### config.mk
export PLATFORM = sky130hd
export DESIGN_NAME = hline_wr_sched_flat
export DESIGN_NICKNAME = d
export VERILOG_FILES = /design/src/rtl/hline_pkg.sv /design/src/rtl/hline_wr_sched_if.sv /design/src/rtl/hline_pos_counter.sv /design/src/rtl/hline_wr_sched.sv /design/src/flat_wrapper.sv
export SDC_FILE = /design/constraint.sdc
export NUM_CORES = 1
export LEC_CHECK = 0
export CAP_MARGIN = 5
export CORE_MARGIN = 5
export CORE_UTILIZATION = 40
export CTS_CLUSTER_DIAMETER = 30
export DETAILED_ROUTE_END_ITERATION = 16
export DONT_BUFFER_PORTS = 1
export GPL_ROUTABILITY_DRIVEN = 0
export SETUP_SLACK_MARGIN = 0.4
export SYNTH_ARGS = -nofsm -noshare
export SYNTH_HDL_FRONTEND = slang
export SYNTH_SLANG_ARGS = --single-unit
### constraint.sdc
create_clock -name clk125m -period 2.3 [get_ports clk125m]
set_clock_uncertainty 0.2 [all_clocks]
set_input_delay 0 -clock clk125m [delete_from_list [all_inputs] [get_ports clk125m]]
set_output_delay 0 -clock clk125m [all_outputs]
set_load 0.05 [all_outputs]
### src/rtl/hline_pkg.sv
// rtl/hline_pkg.sv - field layout, state encoding and tag packing for the hline write scheduler
package hline_pkg;

   localparam int TAG_W    = 29;
   localparam int X_MSB    = 28;
   localparam int X_LSB    = 27;
   localparam int Y_MSB    = 26;
   localparam int Y_LSB    = 16;
   localparam int DATA_MSB = 15;
   localparam int Y_W      = Y_MSB - Y_LSB + 1;

   typedef enum logic [1:0] {
      IDLE   = 2'h0,
      BURST0 = 2'h1,
      BURST1 = 2'h2
   } state_e;

   function automatic logic [TAG_W-1:0] pack_tag(input logic x, input logic [Y_W-1:0] y,
                                                 input logic [DATA_MSB:0] data);
      logic [TAG_W-1:0] tag;
      tag                  = '0;
      tag[X_MSB:X_LSB]     = {1'b0, x};
      tag[Y_MSB:Y_LSB]     = y;
      tag[DATA_MSB:0]      = data;
      return tag;
   endfunction

endpackage

### src/rtl/hline_wr_sched_if.sv
// rtl/hline_wr_sched_if.sv - source, FIFO and status signals of the hline write scheduler
interface hline_wr_sched_if #(
   parameter int DATA_W = 16
);
   import hline_pkg::*;

   logic              frame_start;
   logic              s0_valid;
   logic [DATA_W-1:0] s0_data;
   logic              s0_ready;
   logic              s1_valid;
   logic [DATA_W-1:0] s1_data;
   logic              s1_ready;
   logic              fifo_full;
   logic              fifo_wr_en;
   logic [TAG_W-1:0]  fifo_din;
   logic              busy;
   logic              frame_done;
   logic              frame_abort;

   modport master (
      input  frame_start, s0_valid, s0_data, s1_valid, s1_data, fifo_full,
      output s0_ready, s1_ready, fifo_wr_en, fifo_din, busy, frame_done, frame_abort
   );

   modport slave (
      output frame_start, s0_valid, s0_data, s1_valid, s1_data, fifo_full,
      input  s0_ready, s1_ready, fifo_wr_en, fifo_din, busy, frame_done, frame_abort
   );

endinterface

### src/rtl/hline_pos_counter.sv
// rtl/hline_pos_counter.sv - word count, x and y position of the current half-line burst
module hline_pos_counter
   import hline_pkg::*;
#(
   parameter int WORDS_PER_HALF = 640,
   parameter int LINES          = 720,
   localparam int CNT_W         = $clog2(WORDS_PER_HALF)
) (
   input  logic           clk125m,
   input  logic           reset,
   input  logic           step_i,
   input  logic           restart_i,
   output logic           last_word_o,
   output logic           last_line_o,
   output logic           x_o,
   output logic [Y_W-1:0] y_o
);

   logic [CNT_W-1:0] cnt_q, cnt_d;
   logic             x_q, x_d;
   logic [Y_W-1:0]   y_q, y_d;

   assign last_word_o = (cnt_q == CNT_W'(WORDS_PER_HALF - 1));
   assign last_line_o = (y_q == Y_W'(LINES - 1));
   assign x_o         = x_q;
   assign y_o         = y_q;

   always_comb begin
      cnt_d = cnt_q;
      x_d   = x_q;
      y_d   = y_q;
      if (restart_i) begin
         cnt_d = '0;
         x_d   = 1'b0;
         y_d   = '0;
      end else if (step_i) begin
         if (last_word_o) begin
            cnt_d = '0;
            x_d   = ~x_q;
            // y advances only after the x=1 half and wraps after the last line
            if (x_q) y_d = last_line_o ? '0 : y_q + 1'b1;
         end else begin
            cnt_d = cnt_q + 1'b1;
         end
      end
   end

   always_ff @(posedge clk125m or posedge reset) begin
      if (reset) begin
         cnt_q <= '0;
         x_q   <= 1'b0;
         y_q   <= '0;
      end else begin
         cnt_q <= cnt_d;
         x_q   <= x_d;
         y_q   <= y_d;
      end
   end

endmodule

### src/rtl/hline_wr_sched.sv
// rtl/hline_wr_sched.sv - alternating x=0/x=1 burst scheduler onto the tagged pixel FIFO write port
// Optional stall_count output enabled by HLINE_WR_SCHED_STALL_CNT_EN.
module hline_wr_sched
   import hline_pkg::*;
#(
   parameter int WORDS_PER_HALF = 640,
   parameter int LINES          = 720,
   parameter int DATA_W         = 16
) (
   input  logic               clk125m,
   input  logic               reset,
   hline_wr_sched_if.master   bus
`ifdef HLINE_WR_SCHED_STALL_CNT_EN
   ,
   output logic [15:0]        stall_count
`endif
);

   state_e            state_q, state_d;
   logic              busy_q, wr_en_q, done_q, done_d, abort_q, abort_set;
   logic [TAG_W-1:0]  din_q;
   logic              s0_rdy, s1_rdy, transfer, restart;
   logic              act_valid;
   logic [DATA_W-1:0] act_data;
   logic              last_word, last_line, pos_x;
   logic [Y_W-1:0]    pos_y;

   // ready depends only on state, fifo_full and frame_start, never on valid
   assign s0_rdy    = (state_q == BURST0) && !bus.fifo_full && !bus.frame_start;
   assign s1_rdy    = (state_q == BURST1) && !bus.fifo_full && !bus.frame_start;
   assign act_valid = (state_q == BURST1) ? bus.s1_valid : bus.s0_valid;
   assign act_data  = (state_q == BURST1) ? bus.s1_data : bus.s0_data;
   assign transfer  = (s0_rdy && bus.s0_valid) || (s1_rdy && bus.s1_valid);

   hline_pos_counter #(
      .WORDS_PER_HALF (WORDS_PER_HALF),
      .LINES          (LINES)
   ) u_pos (
      .clk125m     (clk125m),
      .reset       (reset),
      .step_i      (transfer),
      .restart_i   (restart),
      .last_word_o (last_word),
      .last_line_o (last_line),
      .x_o         (pos_x),
      .y_o         (pos_y)
   );

   always_comb begin
      state_d   = state_q;
      restart   = 1'b0;
      abort_set = 1'b0;
      done_d    = 1'b0;
      case (state_q)
         IDLE: begin
            if (bus.frame_start) begin
               state_d = BURST0;
               restart = 1'b1;
            end
         end
         BURST0, BURST1: begin
            if (bus.frame_start) begin
               state_d   = BURST0;
               restart   = 1'b1;
               abort_set = 1'b1;
            end else if (transfer && last_word) begin
               if (state_q == BURST0) begin
                  state_d = BURST1;
               end else if (last_line) begin
                  state_d = IDLE;
                  done_d  = 1'b1;
               end else begin
                  state_d = BURST0;
               end
            end
         end
         default: state_d = IDLE;
      endcase
   end

   always_ff @(posedge clk125m or posedge reset) begin
      if (reset) begin
         state_q <= IDLE;
         busy_q  <= 1'b0;
         wr_en_q <= 1'b0;
         din_q   <= '0;
         done_q  <= 1'b0;
         abort_q <= 1'b0;
      end else begin
         state_q <= state_d;
         busy_q  <= (state_d != IDLE);
         wr_en_q <= transfer;
         if (transfer) din_q <= pack_tag(pos_x, pos_y, act_data);
         done_q  <= done_d;
         abort_q <= abort_q | abort_set;
      end
   end

   assign bus.s0_ready    = s0_rdy;
   assign bus.s1_ready    = s1_rdy;
   assign bus.fifo_wr_en  = wr_en_q;
   assign bus.fifo_din    = din_q;
   assign bus.busy        = busy_q;
   assign bus.frame_done  = done_q;
   assign bus.frame_abort = abort_q;

`ifdef HLINE_WR_SCHED_STALL_CNT_EN
   logic [15:0] stall_q;

   always_ff @(posedge clk125m or posedge reset) begin
      if (reset) begin
         stall_q <= '0;
      end else if (bus.frame_start) begin
         stall_q <= '0;
      end else if ((state_q != IDLE) && act_valid && bus.fifo_full && (stall_q != 16'hFFFF)) begin
         stall_q <= stall_q + 16'd1;
      end
   end

   assign stall_count = stall_q;
`endif

endmodule

### src/flat_wrapper.sv
// flat-port wrapper written by rule: the top's interface ports become plain ports
module hline_wr_sched_flat import hline_pkg::*;
#(
   parameter int WORDS_PER_HALF = 640,
   parameter int LINES          = 720,
   parameter int DATA_W         = 16
)
  (clk125m, reset, bus_frame_start, bus_s0_valid, bus_s0_data, bus_s1_valid, bus_s1_data, bus_fifo_full, bus_s0_ready, bus_s1_ready, bus_fifo_wr_en, bus_fifo_din, bus_busy, bus_frame_done, bus_frame_abort);
  hline_wr_sched_if #(.DATA_W(DATA_W)) bus_i ();
  input  logic clk125m;
  input  logic reset;
  input wire logic [$bits(bus_i.frame_start)-1:0] bus_frame_start;
  input wire logic [$bits(bus_i.s0_valid)-1:0] bus_s0_valid;
  input wire logic [$bits(bus_i.s0_data)-1:0] bus_s0_data;
  input wire logic [$bits(bus_i.s1_valid)-1:0] bus_s1_valid;
  input wire logic [$bits(bus_i.s1_data)-1:0] bus_s1_data;
  input wire logic [$bits(bus_i.fifo_full)-1:0] bus_fifo_full;
  output wire logic [$bits(bus_i.s0_ready)-1:0] bus_s0_ready;
  output wire logic [$bits(bus_i.s1_ready)-1:0] bus_s1_ready;
  output wire logic [$bits(bus_i.fifo_wr_en)-1:0] bus_fifo_wr_en;
  output wire logic [$bits(bus_i.fifo_din)-1:0] bus_fifo_din;
  output wire logic [$bits(bus_i.busy)-1:0] bus_busy;
  output wire logic [$bits(bus_i.frame_done)-1:0] bus_frame_done;
  output wire logic [$bits(bus_i.frame_abort)-1:0] bus_frame_abort;
  assign bus_i.frame_start = bus_frame_start;
  assign bus_i.s0_valid = bus_s0_valid;
  assign bus_i.s0_data = bus_s0_data;
  assign bus_i.s1_valid = bus_s1_valid;
  assign bus_i.s1_data = bus_s1_data;
  assign bus_i.fifo_full = bus_fifo_full;
  assign bus_s0_ready = bus_i.s0_ready;
  assign bus_s1_ready = bus_i.s1_ready;
  assign bus_fifo_wr_en = bus_i.fifo_wr_en;
  assign bus_fifo_din = bus_i.fifo_din;
  assign bus_busy = bus_i.busy;
  assign bus_frame_done = bus_i.frame_done;
  assign bus_frame_abort = bus_i.frame_abort;
  hline_wr_sched #(.WORDS_PER_HALF(WORDS_PER_HALF), .LINES(LINES), .DATA_W(DATA_W)) u_core (.clk125m(clk125m), .reset(reset), .bus(bus_i));
endmodule
==> impl_metrics.env, run 1 <==
export IMPL_synth_distinct_cells=51
export IMPL_cts_clk_slew_worst_paths_ns=0.11
export IMPL_power_leakage_nw=1.724
export IMPL_rsz0062_at_grt="true"
export IMPL_synthTopCellsByArea="dfrtp_1, nand2_1, mux2i_1"
export IMPL_synth_net_count=331
export IMPL_fp_dieH_um=93.41
export IMPL_vias=2444
export IMPL_multi_input_area_mm2=0.001516
export IMPL_synth_flop_cell="dfrtp_1"
export IMPL_yosys_warnings=0
export IMPL_areaGrowthSynthToFinish_pct=43.57
export IMPL_grt_max_degree=42
export IMPL_fin_crit_ns=2.036
export IMPL_holdWs_ns=0.008081
export IMPL_overflow=0
export IMPL_numCtsBuffers=5
export IMPL_synth_edf_count=0
export IMPL_netlist_area_mm2=0.002783
export IMPL_grt_pass1_vias=2379
export IMPL_synth_top_area_share=0.5036
export IMPL_num_rows=30
export IMPL_endpoint_kind="flip-flop"
export IMPL_finalPower_mw=3.081
export IMPL_dpl_cell_area_mm2=0.002978
export IMPL_cp_start_kind="flip-flop"
export IMPL_antenna_left=0
export IMPL_cp_required_ns=2.35
export IMPL_cts_max_level=2
export IMPL_wire_per_inst_um=17.62
export IMPL_worst_slack_ns=0.2638
export IMPL_io_pins=73
export IMPL_cp_max_fo=7
export IMPL_fmax_mhz=491.1
export IMPL_clk_latency_ns=0.31
export IMPL_drv_slew=0
export IMPL_place_ws_ns=0.2223
export IMPL_wl_mm=8.122
export IMPL_arrival_ns=2.09
export IMPL_die_area_mm2=0.008724
export IMPL_antenna_found_initial=0
export IMPL_n_fill_cell=544
export IMPL_maxSlewHeadroom=0.5539
export IMPL_period_share=0.8853
export IMPL_die_w_um=93.41
export IMPL_tritoncts="done"
export IMPL_cp_slowest_cell="dfrtp_1"
export IMPL_cts_max_path_buffers=2
export IMPL_yosysTopAreaCell="dfrtp_1"
export IMPL_setup_violations=0
export IMPL_design_area_mm2=0.003995
export IMPL_hold_violations=0
export IMPL_track_usage=0.1674
export IMPL_path_cells="ha_2 > and4bb_2 > and3_4 > nand3_4 > buf_4 > or3_4 > a21oi_2"
export IMPL_hold_path_class="input port to flip-flop"
export IMPL_root_buffer="clkbuf_8"
export IMPL_initial_core_util=0.4096
export IMPL_drc_errors=0
export IMPL_firstDrtPassIters=4
export IMPL_layoutNonFillerInstCount=461
export IMPL_regArea_mm2=0.001404
export IMPL_via_per_inst=5.302
export IMPL_final_util=0.5880
export IMPL_ys_seq_elements=56
export IMPL_grt_pass1_wl_mm=11.68
export IMPL_initialDrtViolationCount=97
export IMPL_nets=409
export IMPL_portBuffers=0
export IMPL_drive_gt1_frac=0.2822
export IMPL_status="completed"
export IMPL_syn_area_per_cell_um2=9.730
export IMPL_cts_sinks=56
export IMPL_placedCellCount=383
export IMPL_async_flop_share=1.000
export IMPL_tightest_slew_ns=0.6669
export IMPL_ir_drop_uv=530.5
export IMPL_maxCapViolations=0
export IMPL_antenna_cells=0
export IMPL_power_density_mw_per_mm2=771.1
export IMPL_critPathKind="flip-flop to flip-flop"
export IMPL_syn_inst=286
export IMPL_yosysSeqAreaShare=0.5036
export IMPL_coreArea_mm2=0.006794
export IMPL_tns_ns=0
export IMPL_dp_hpwl_mm=4.310
export IMPL_critPathMaxStageDelay_ns=0.38
-- state kept, by name (all words and copies together) (netlist names), 2 cells and up --
| signal | flops |
|---|---|
| u_core.state_q | 2 |
| u_core.bus.fifo_din | 28 |
| u_core.u_pos.y_o | 11 |
| u_core.u_pos.cnt_q | 10 |
-- cells in the mapped netlist (2+ instances only) --
cell type,count
clkbuf_1,6
nand4_1,4
buf_1,2
nor2b_1,2
mux2i_1,17
buf_2,2
and2_1,3
xor2_1,2
and4bb_2,2
or3_1,3
o21a_1,2
nor4b_1,2
nand2_1,63
nand3_1,7
xnor2_1,9
or2_2,2
o21ai_0,23
buf_4,2
inv_1,5
nor3b_1,3
and4_2,2
dfrtp_1,56
or4_1,3
nor2_1,19
nor3_1,4
ha_1,7
a21oi_1,10
-- power by group --
part / leakage [nW] / internal (mW) / switching, mW
sequential: 0.745 / 1.14 / 0.687
clock: 0.0558 / 0.330 / 0.337
combinational: 0.923 / 0.289 / 0.297
total: 1.72 / 1.76 / 1.32
-- cell families after synthesis --
| logic type | count (synthesis) | synth area share |
|---|---|---|
| xor+xnor | 11 | 0.03463 |
| other cells | 1 | 0.001348 |
| compound gates | 43 | 0.09128 |
| buf+inv | 19 | 0.03192 |
| fa+ha+maj | 7 | 0.03147 |
| flops | 56 | 0.5036 |
| mux | 18 | 0.06520 |
| simple gates | 131 | 0.2406 |
-- critical path, delay by kind of cell, from the launching register on --
kind,cells,cell delay (ns)
flops,1,0.38
compound gates,1,0.11
buf+inv,1,0.15
fa+ha+maj,1,0.19
simple gates,4,0.94
-- final timing paths --
path	start	endpoint	slack, ns	depth (start not counted)
worst max-delay path	u_core.u_pos.cnt_q[0]$_DFFE_PP0P_	u_core.u_pos.y_o[3]$_DFFE_PP0P_	0.26	7
worst min-delay path	bus_s1_valid	u_core.bus.fifo_wr_en$_DFF_PP0_	0.008	4
min in group asynchronous	reset	u_core.u_pos.y_o[9]$_DFFE_PP0P_	0.09	3
max in group asynchronous	reset	u_core.u_pos.y_o[3]$_DFFE_PP0P_	0.89	3
worst min register to register	u_core.u_pos.cnt_q[6]$_DFFE_PP0P_	u_core.u_pos.cnt_q[6]$_DFFE_PP0P_	0.37	2
worst max register to register	u_core.u_pos.cnt_q[0]$_DFFE_PP0P_	u_core.u_pos.y_o[3]$_DFFE_PP0P_	0.26	7
-- cells in the final DEF (no fill, tap or decap), types with 3 or more instances in the layout --
master	count
nor2_1	17
clkbuf_8	5
dlygate4sd3_1	36
nand3_1	7
buf_6	10
mux2i_1	17
o21ai_0	19
ha_4	4
a21oi_1	5
xnor2_1	9
inv_2	3
nand4_1	4
a21oi_2	4
nand2_1	60
dfrtp_1	54
buf_4	33
o21ai_1	4
-- layer usage --
| metal | vias to the layer above | GRT usage | share of wire |
|---|---|---|---|
| li1 | 1142 | - | - |
| met5 | - | 0 | 0 |
| met1 | 1202 | 0.2083 | 0.41 |
| met2 | 75 | 0.2835 | 0.51 |
| met4 | 0 | 0.06471 | 0.037 |
| met3 | 25 | 0.03459 | 0.041 |
-- repair_timing --
action                     CTS  global route
pin swaps                    5            24
hold endpoints to repair    96             0
hold buffers                36             0
resized for setup           23            34
gates cloned                 3             4
setup endpoints to repair   24            40
setup buffers               14            13
-- area by class of cell --
cell class                      instances  share of cell area
Clock buffer                            6             0.01816
Clock inverter                          2            0.009709
Inverter                                6            0.006264
Multi-Input combinational cell        212              0.3796
Sequential cell                        56              0.3514
Tap cell                               96             0.03007
Timing Repair Buffer                   83              0.2048
(Power assumes the default switching activity.)
==> run 2: changes to the inputs <==
--- a/config.mk
+++ b/config.mk
@@ -7,12 +7,13 @@
 export LEC_CHECK = 0
 export CAP_MARGIN = 5
 export CORE_MARGIN = 5
-export CORE_UTILIZATION = 40
+export CORE_UTILIZATION = 57
 export CTS_CLUSTER_DIAMETER = 30
 export DETAILED_ROUTE_END_ITERATION = 16
 export DONT_BUFFER_PORTS = 1
-export GPL_ROUTABILITY_DRIVEN = 0
+export PLACE_DENSITY = 0.75
 export SETUP_SLACK_MARGIN = 0.4
 export SYNTH_ARGS = -nofsm -noshare
 export SYNTH_HDL_FRONTEND = slang
+export SYNTH_HIERARCHICAL = 1
 export SYNTH_SLANG_ARGS = --single-unit
==> run 2 against run 1 <==
  * The run now ends with negative hold slack, negative setup slack left
  * Sequential share of layout area shrank 0.40 points
  * Register-to-register slack got worse by 0.34 ns
  * Sequential power up 4%
  * Global-route usage increased by 7.5 points
  * Design area is 1.1% higher
  * Non-clock buffer count shrank 2
  * Synthesized cell count down 8.4%
  * Maximum frequency fell by 14%
  * Combinational power grew 27%
  * Core utilization rose by 26 points
  * Critical endpoint is now u_core/state_q[0]$_DFF_PP0_
  * Highest routed layer unchanged
==> impl_metrics.env, run 2 <==
export IMPL_status="finished with violations"
export IMPL_violations="negative hold slack, negative setup slack"
export IMPL_cp_max_fo=3
export IMPL_holdBufCountCts=33
export IMPL_fmax_mhz=420.5
export IMPL_ys_seq_elements=56
export IMPL_holdWs_ns=-0.4733
export IMPL_io_pins=73
export IMPL_drv_slew=0
export IMPL_synth_edf_count=0
export IMPL_grt_pass1_wl_mm=11.94
export IMPL_overflow=0
export IMPL_grt_pass1_vias=2384
export IMPL_r2r_start="u_core/u_pos/cnt_q[0]$_DFFE_PP0P_"
export IMPL_synth_top_area_share=0.5004
export IMPL_firstDrtPassIters=5
export IMPL_wire_per_inst_um=24.71
export IMPL_maxSlewHeadroom=0.3881
export IMPL_synth_most_common_cell="dfrtp_1"
export IMPL_drive_gt1_frac=0.3905
export IMPL_numCtsBuffers=5
export IMPL_fp_dieH_um=80.09
export IMPL_arrival_ns=2.45
export IMPL_synth_flop_cell="dfrtp_1"
export IMPL_initialDrtViolationCount=214
export IMPL_design_area_mm2=0.004038
export IMPL_layoutNonFillerInstCount=406
export IMPL_rr_endpoint="u_core/state_q[0]$_DFF_PP0_"
export IMPL_synth_net_count=306
export IMPL_num_rows=25
export IMPL_hold_violations=9
export IMPL_cts_sinks=56
export IMPL_netlist_area_mm2=0.002800
export IMPL_die_w_um=80.09
export IMPL_ir_drop_uv=858.0
export IMPL_yosys_warnings=6
export IMPL_synthTopCellsByArea="dfrtp_1, mux2i_1, a21oi_1"
export IMPL_syn_area_per_cell_um2=10.69
export IMPL_synth_distinct_cells=55
export IMPL_rsz0062_at_grt="true"
export IMPL_yosysTopAreaCell="dfrtp_1"
export IMPL_largest_reg_flops=28
export IMPL_cts_max_path_buffers=2
export IMPL_hold_path_class="input port to flip-flop"
export IMPL_syn_inst=262
export IMPL_cp_slowest_cell="dfrtp_1"
export IMPL_async_flop_share=1.000
export IMPL_endpoint_kind="flip-flop"
export IMPL_dp_hpwl_mm=4.385
export IMPL_period_share=1.034
export IMPL_synth_top_cells_by_count="dfrtp_1, nor2_1, a21oi_1"
export IMPL_fin_crit_ns=2.378
export IMPL_initial_core_util=0.5889
export IMPL_track_usage=0.2428
export IMPL_die_area_mm2=0.006414
export IMPL_cts_clk_slew_worst_paths_ns=0.11
export IMPL_placedCellCount=334
export IMPL_areaGrowthSynthToFinish_pct=44.19
export IMPL_maxCapViolations=0
export IMPL_yosysSeqAreaShare=0.5004
export IMPL_drc_errors=0
export IMPL_critPathMaxStageDelay_ns=0.47
export IMPL_power_density_mw_per_mm2=797.9
export IMPL_power_leakage_nw=1.693
export IMPL_place_congestion=0.8877
export IMPL_hold_start="bus_fifo_full"
export IMPL_antenna_left=0
export IMPL_wl_mm=10.03
export IMPL_ff2ff_setup_slack_ns=-0.08
export IMPL_final_common_cell="dfrtp_1"
export IMPL_critPathKind="flip-flop to flip-flop"
export IMPL_mostFrequentLayoutCells="dfrtp_1, buf_4, dlygate4sd3_1"
export IMPL_final_util=0.8492
export IMPL_vias=2629
export IMPL_cp_required_ns=2.37
export IMPL_portBuffers=0
export IMPL_min_to="u_core/bus.frame_done$_DFF_PP0_"
export IMPL_path_cells="ha_1 > nand2_1 > nor2_4 > nand4b_1 > o31a_1 > a221oi_2 > buf_4"
export IMPL_min_path_cells=1
export IMPL_cts_max_level=2
export IMPL_r2r_worst_path_cells=7
export IMPL_via_per_inst=6.475
export IMPL_root_buffer="clkbuf_8"
export IMPL_coreArea_mm2=0.004755
export IMPL_setup_violations=2
export IMPL_nets=381
export IMPL_tritoncts="done"
export IMPL_clk_latency_ns=0.32
export IMPL_dpl_cell_area_mm2=0.002968
export IMPL_worst_slack_ns=-0.07817
export IMPL_tightest_slew_ns=0.9169
export IMPL_antenna_found_initial=0
export IMPL_grt_max_degree=35
export IMPL_cp_start_kind="flip-flop"
## run 2: cell count changes after synthesis, sizes merged, moves of 3 or more
cell    change
nand2      -44
o21ai      -18
mux2       +12
a21oi      +10
xnor2       -9
nor2        +7
xor2        +5
inv         +4
and3        +3
nand3       +3
o311ai      +3
o31ai       +3
## run 2: layout make-up
| type | instances | area [um^2] |
|---|---|---|
| antenna | 1 | 2.502 |
| clock buffer | 5 | 68.82 |
| clock inverter | 3 | 22.52 |
| fill | 215 | 716.9 |
| inverter | 10 | 42.54 |
| multi-input combinational | 183 | 1610 |
| sequential | 56 | 1403 |
| tap | 67 | 83.83 |
| timing repair buffer | 81 | 804.5 |
## run 2: cell families (layout without fill, tap and decap cells)
group | Yosys count | after routing | synth area share
DFF | 56 | 56 | 0.5004
AOI/OAI and AO/OA | 51 | 51 | 0.1296
other | 1 | 2 | 0.001339
muxes | 29 | 29 | 0.1095
buffers and inverters | 23 | 99 | 0.03977
and+or+nand+nor | 89 | 89 | 0.1707
adders and majority gates | 6 | 6 | 0.02681
xor gates and xnor gates | 7 | 7 | 0.02189
## run 2: worst max-delay path by stage
stage,startpoint,endpoint,slack [ns],depth (start not counted)
after global routing,u_core/u_pos/cnt_q[0]$_DFFE_PP0P_,u_core/state_q[0]$_DFF_PP0_,-0.1,7
after CTS,u_core/state_q[1]$_DFF_PP0_,u_core/u_pos/y_o[8]$_DFFE_PP0P_,0.18,8
final,u_core/u_pos/cnt_q[0]$_DFFE_PP0P_,u_core/state_q[0]$_DFF_PP0_,-0.08,7
after floorplan,u_core/state_q[0]$_DFF_PP0_,u_core/u_pos/y_o[10]$_DFFE_PP0P_,-0.40,11
after global placement,u_core/u_pos/cnt_q[4]$_DFFE_PP0P_,u_core/bus.busy$_DFF_PP0_,0.09,7
after detailed placement,u_core/state_q[1]$_DFF_PP0_,u_core/u_pos/y_o[8]$_DFFE_PP0P_,0.03,8
## run 2: critical path, delay by kind of cell (launching register included)
kind / cells / cell delay [ns]
compound gates: 2 / 0.68
fa+ha+maj: 1 / 0.25
buf+inv: 1 / 0.19
flops: 1 / 0.47
simple gates: 3 / 0.54
## run 2: metrics by stage
step                setup slack (ns)  power (mW)  TNS [ns]
finish                      -0.07817       3.222   -0.1249
global placement             0.08980       2.243         0
detailed placement           0.03071       2.261         0
floorplan                    -0.4008       2.144    -3.490
global route                -0.09598       3.324   -0.1662
CTS                           0.1846       2.914         0
## run 2: routing by layer
layer  wire length, um  part of all wire  track usage
met1              3471              0.35       0.2868
met2              5154              0.51       0.4329
met3               731             0.073      0.05717
met4               675             0.067      0.07770
met5                 0                 0            0
## run 2: timing repair
item / in CTS / in global routing
resized for setup: 18 / 76
hold endpoints to repair: 85 / 10
cloned: 0 / 2
setup buffers: 12 / 16
pin swaps: 7 / 29
endpoints found under the setup margin: 47 / 42
## run 2: power breakdown
group / switching, mW / internal [mW]
combinational: 0.380 / 0.366
sequential: 0.765 / 1.14
clock: 0.348 / 0.219
